<file path="src/rtl/alu_operand_loader_if.sv">
// Byte-stream input and ALU-operand transaction output of alu_operand_loader.
// The loader connects to the slave modport; the byte source/ALU side uses master.
interface alu_operand_loader_if #(
    parameter int G_N_BIT = 7,
    parameter int G_N_OP  = 4
);
    logic [G_N_BIT:0]  i_data;
    logic              i_valid;
    logic              o_ready;
    logic [G_N_BIT:0]  o_s1;
    logic [G_N_BIT:0]  o_s2;
    logic [G_N_OP-1:0] o_op;
    logic              o_valid;
    logic              i_ready;
    logic [7:0]        o_count;

    modport master (
        output i_data, i_valid, i_ready,
        input  o_ready, o_s1, o_s2, o_op, o_valid, o_count
    );

    modport slave (
        input  i_data, i_valid, i_ready,
        output o_ready, o_s1, o_s2, o_op, o_valid, o_count
    );
endinterface

</file>
<file path="src/rtl/alu_operand_loader.sv">
// Collects operand 1, operand 2 and opcode from a narrow valid/ready byte stream and issues
// them as one registered ALU transaction. Optional macro: ALU_LOADER_OVERLAP_EN.
module alu_operand_loader #(
    parameter int G_N_BIT = 7,
    parameter int G_N_OP  = 4
) (
    input  logic                 i_clk,
    input  logic                 i_rst,
    input  logic                 i_clr,
    alu_operand_loader_if.slave  bus
);

    typedef enum logic [1:0] {S_A, S_B, S_OP, S_ISSUE} state_t;

    state_t            state;
    logic [G_N_BIT:0]  s1_q;
    logic [G_N_BIT:0]  s2_q;
    logic [G_N_OP-1:0] op_q;
    logic              valid_q;
    logic [7:0]        count_q;
    logic              accept;
    logic              handshake;

    // NOTE: o_ready is gated by i_rst directly so it reads 0 during reset and 1 the moment
    // reset is released, without waiting for a clock edge.
`ifdef ALU_LOADER_OVERLAP_EN
    assign bus.o_ready = ~i_rst & ((state != S_ISSUE) | bus.i_ready);
`else
    assign bus.o_ready = ~i_rst & (state != S_ISSUE);
`endif

    assign accept    = bus.i_valid & bus.o_ready;
    assign handshake = valid_q & bus.i_ready;

    // NOTE: all state uses non-blocking assignments so every register samples pre-edge values.
    always_ff @(posedge i_clk or posedge i_rst) begin
        if (i_rst) begin
            state   <= S_A;
            s1_q    <= '0;
            s2_q    <= '0;
            op_q    <= '0;
            valid_q <= 1'b0;
            count_q <= 8'd0;
        end else if (i_clr) begin
            // Abort drops the partial or pending triple; the counter is left alone.
            state   <= S_A;
            s1_q    <= '0;
            s2_q    <= '0;
            op_q    <= '0;
            valid_q <= 1'b0;
        end else begin
            case (state)
                S_A: if (accept) begin
                    s1_q  <= bus.i_data;
                    state <= S_B;
                end
                S_B: if (accept) begin
                    s2_q  <= bus.i_data;
                    state <= S_OP;
                end
                S_OP: if (accept) begin
                    op_q    <= bus.i_data[G_N_OP-1:0];
                    valid_q <= 1'b1;
                    state   <= S_ISSUE;
                end
                S_ISSUE: if (handshake) begin
                    valid_q <= 1'b0;
                    count_q <= count_q + 8'd1;
`ifdef ALU_LOADER_OVERLAP_EN
                    // The byte offered on the handshake edge is the next operand 1.
                    if (accept) begin
                        s1_q  <= bus.i_data;
                        state <= S_B;
                    end else begin
                        state <= S_A;
                    end
`else
                    state <= S_A;
`endif
                end
                default: state <= S_A;
            endcase
        end
    end

    assign bus.o_s1    = s1_q;
    assign bus.o_s2    = s2_q;
    assign bus.o_op    = op_q;
    assign bus.o_valid = valid_q;
    assign bus.o_count = count_q;

endmodule

</file>
<file path="src/flat_wrapper.sv">
// flat-port wrapper written by rule: the top's interface ports become plain ports
module alu_operand_loader_flat 
#(
    parameter int G_N_BIT = 7,
    parameter int G_N_OP  = 4
)
  (i_clk, i_rst, i_clr, bus_i_data, bus_i_valid, bus_i_ready, bus_o_ready, bus_o_s1, bus_o_s2, bus_o_op, bus_o_valid, bus_o_count);
  alu_operand_loader_if #(.G_N_BIT(G_N_BIT), .G_N_OP(G_N_OP)) bus_i ();
  input  logic i_clk;
  input  logic i_rst;
  input  logic i_clr;
  input wire logic [$bits(bus_i.i_data)-1:0] bus_i_data;
  input wire logic [$bits(bus_i.i_valid)-1:0] bus_i_valid;
  input wire logic [$bits(bus_i.i_ready)-1:0] bus_i_ready;
  output wire logic [$bits(bus_i.o_ready)-1:0] bus_o_ready;
  output wire logic [$bits(bus_i.o_s1)-1:0] bus_o_s1;
  output wire logic [$bits(bus_i.o_s2)-1:0] bus_o_s2;
  output wire logic [$bits(bus_i.o_op)-1:0] bus_o_op;
  output wire logic [$bits(bus_i.o_valid)-1:0] bus_o_valid;
  output wire logic [$bits(bus_i.o_count)-1:0] bus_o_count;
  assign bus_i.i_data = bus_i_data;
  assign bus_i.i_valid = bus_i_valid;
  assign bus_i.i_ready = bus_i_ready;
  assign bus_o_ready = bus_i.o_ready;
  assign bus_o_s1 = bus_i.o_s1;
  assign bus_o_s2 = bus_i.o_s2;
  assign bus_o_op = bus_i.o_op;
  assign bus_o_valid = bus_i.o_valid;
  assign bus_o_count = bus_i.o_count;
  alu_operand_loader #(.G_N_BIT(G_N_BIT), .G_N_OP(G_N_OP)) u_core (.i_clk(i_clk), .i_rst(i_rst), .i_clr(i_clr), .bus(bus_i));
endmodule
</file>
<file path="config.mk">
export PLATFORM = sky130hd
export DESIGN_NAME = alu_operand_loader_flat
export DESIGN_NICKNAME = d
export VERILOG_FILES = /design/src/rtl/alu_operand_loader_if.sv /design/src/rtl/alu_operand_loader.sv /design/src/flat_wrapper.sv
export SDC_FILE = /design/constraint.sdc
export NUM_CORES = 1
export LEC_CHECK = 0
export CORE_AREA = 2 2 62 64
export DETAILED_ROUTE_END_ITERATION = 10
export DIE_AREA = 0 0 64 66
export PLACE_DENSITY = 0.84
export SETUP_SLACK_MARGIN = 0.3
export SYNTH_ARGS = -nofsm -noshare
export SYNTH_HDL_FRONTEND = slang
export SYNTH_SLANG_ARGS = --single-unit
</file>
<file path="constraint.sdc">
create_clock -name i_clk -period 1.9 [get_ports i_clk]
set_input_delay 0.38 -clock i_clk [delete_from_list [all_inputs] [get_ports i_clk]]
set_output_delay 0.38 -clock i_clk [all_outputs]
set_load 0.02 [all_outputs]
</file>
==> out/metrics.yaml <==
status: "finished clean"
cts_tree: "done"
grt_max_degree: 17
setup_slack_ns: 0.2504
power_frac_comb: 0.429
start_util: 0.4348
cp_cell_sequence: "ha_2 > buf_6 > nor3b_4 > a21oi_4 > mux2_4"
routedWlPerCell_um: 15.02
hold_ws_ns: 0.4732
grt_pass1_wl_um: 5809
ant_nets: 0
irDropWorstVdd_uv: 481.2
leakage_nw: 1.123
rr_startpoint: "u_core.state[1]"
layout_common_cells: "30 x dfrtp_1, 28 x dlygate4sd2_1, 22 x nor2_1"
min_period_over_period: 0.8682
synth_area_leaders: "dfrtp_1 50%, mux2i_1 10%, nor2_1 5.3%"
met2_length_um: 1825
drv_cap: 0
seqCellArea_sq_um: 777.0
antenna_found_initial: 0
seq_power_share: 0.387
slowest_stage: "dfrtp_1"
p_sw_frac: 0.3555
vias: 1191
crit_family: "flip-flops"
layout_commonest_cell: "dfrtp_1"
syn_area_sq_um: 1544
fin_setup_tns_ns: 0
finClkSkew_ns: 0.009634
dpl.hpwl_um: 2508
end_kind: "flip-flop"
p_int_mw: 1.289
ios: 43
numCtsBuffers: 5
post_route_cells_drive_above_1_share: 0.2461
drtPass1Iterations: 4
insertion_delay_ns: 0.34
min_period_ns: 1.650
synth-seq-cells: 31
hp-class: "flip-flop to flip-flop"
synth_ff_type: "dfrtp_1"
synth_edf_count: 0
grt_pass1_vias: 1225
cp.arrival_ns: 1.88
switchingPower_uw: 710.8
synth_cell_types: 32
dieArea_sq_um: 4224
wl_um: 3589
root_buffer: "clkbuf_4"
ys_warn_count: 0
design_area_sq_um: 2226
fp.dieW_um: 64
syn_area_per_cell_sq_um: 11.79
wl_met3_um: 240
drt_iter0_markers: 32
coreArea_sq_um: 3551
yosysTopAreaCell: "dfrtp_1"
rows: 22
htree_levels: 2
ctsLongestPathBuffers: 2
cts.clk_slew.worst_paths_ns: 0.10
netlist.area_leader.share: 0.5024
dpl.cell_count: 223
dpl-instance-area_sq_um: 2051
rsz0062_at_grt: "true"
max_freq_ghz: 0.6062
antenna_cells: 0
overflow: 0
worst-path-buf-inv: 1
relSlewSlack: 0.7827
critPathLaunchType: "flip-flop"
fin_nets: 209
power_density_nw_per_um2: 898.3
postSynth.asyncResetShare: 1.000
cp-startpoint: "u_core.state[1]"
grt_usage: 0.1848
area_delta_synth_final_pct: 44.16
power_frac_clock: 0.185
setup_viol: 0
top_layer: "met4"
numPortBuffers: 42
cp.required_ns: 2.13
drc_errors: 0
viasPerCell: 4.983
path_class: "flip-flop to flip-flop"
fillCellCount: 290
hp-start: "u_core.bus.o_count[7]"
stdcell_count: 239
wl_met1_um: 1455
hold_violations: 0
place_congestion: 0.7942
synthesis.nets: 150
syn-instance-count: 131
slew_viol_final: 0
cts_sinks: 31
cp_slowest_stage_delay_ns: 0.42
yosysSeqAreaShare: 0.5024
worst_pin_slew_ns: 0.3256
path_max_fanout: 5
multi_input_area_sq_um: 779.5
place_ws_ns: 0.01372
chipHeight_um: 66
what timing repair did:
action	CTS	global route
buffers inserted	6	2
pin swaps	3	3
setup endpoints to repair	52	27
gates resized for setup	41	14
hold buffers	0	0
endpoints found under the hold margin	0	0
layout make-up:
type / count / share of cell area
multi-input cells: 89 / 0.3502
flip-flops and latches: 31 / 0.3491
repair buffers: 58 / 0.2389
well taps: 48 / 0.02698
clock buffers: 6 / 0.01855
inverters: 5 / 0.01068
clock inverters: 2 / 0.005621
synthesized netlist by cell type (all sizes together), types with 2 or more instances:
cell / instances
dfrtp: 31
nor2: 22
mux2i: 16
ha: 6
xor2: 6
buf: 5
inv: 5
mux2: 5
nand2: 5
nor3: 5
nor2b: 4
nand3: 3
a21oi: 2
and4bb: 2
power groups by stage:
| stage | Sequential, mW | Clock (mW) | Combinational [mW] |
|---|---|---|---|
| 6_report | 0.773 | 0.369 | 0.857 |
| 5_1_grt | 0.779 | 0.419 | 0.927 |
| 4_1_cts | 0.765 | 0.384 | 0.746 |
| 3_5_place_dp | 0.791 | 0 | 0.638 |
| 3_3_place_gp | 0.786 | 0 | 0.614 |
| 2_1_floorplan | 0.839 | 0 | 0.367 |
cell families (layout without fill, tap and decap cells):
| kind of cell | count (synthesis) | in the layout | synth area share |
|---|---|---|---|
| adders and majority gates | 6 | 6 | 0.04862 |
| and+or+nand+nor | 48 | 48 | 0.1767 |
| xor gates and xnor gates | 7 | 7 | 0.03971 |
| DFF | 31 | 31 | 0.5024 |
| AOI/OAI and AO/OA | 7 | 7 | 0.04051 |
| buffers and inverters | 11 | 71 | 0.04213 |
| muxes | 21 | 21 | 0.1499 |
state kept, by name, summed over array words and instances, names as in the netlist:
signal	flops
u_core.bus.o_s1	8
u_core.bus.o_count	8
u_core.state	2
u_core.bus.o_valid	1
u_core.bus.o_s2	8
u_core.bus.o_op	4
per-layer routing:
layer / GRT usage / up-vias
li1: - / 565
met1: 0.2121 / 576
met2: 0.3164 / 43
met3: 0.06474 / 7
met4: 0.07065 / 0
met5: 0 / -
worst paths after layout:
| kind | to | slack (ns) | cells past startpoint |
|---|---|---|---|
| worst min-delay path | u_core.bus.o_count[7] | 0.47 | 1 |
| worst min register to register | u_core.bus.o_count[7] | 0.47 | 1 |
| max in group asynchronous | u_core.bus.o_valid | 1.15 | 4 |
| min in group asynchronous | u_core.bus.o_s2[3] | 0.55 | 4 |
| worst max register to register | u_core.bus.o_op[1] | 0.25 | 5 |
| worst max-delay path | u_core.bus.o_op[1] | 0.25 | 5 |
per-stage QoR:
step | util | power (mW)
floorplan | - | 1.206
global placement | 0.5775 | 1.400
detailed placement | 0.5775 | 1.429
CTS | 0.6096 | 1.895
global route | 0.6269 | 2.125
finish | 0.6269 | 2.000
Power figures use the tool's default switching activity.
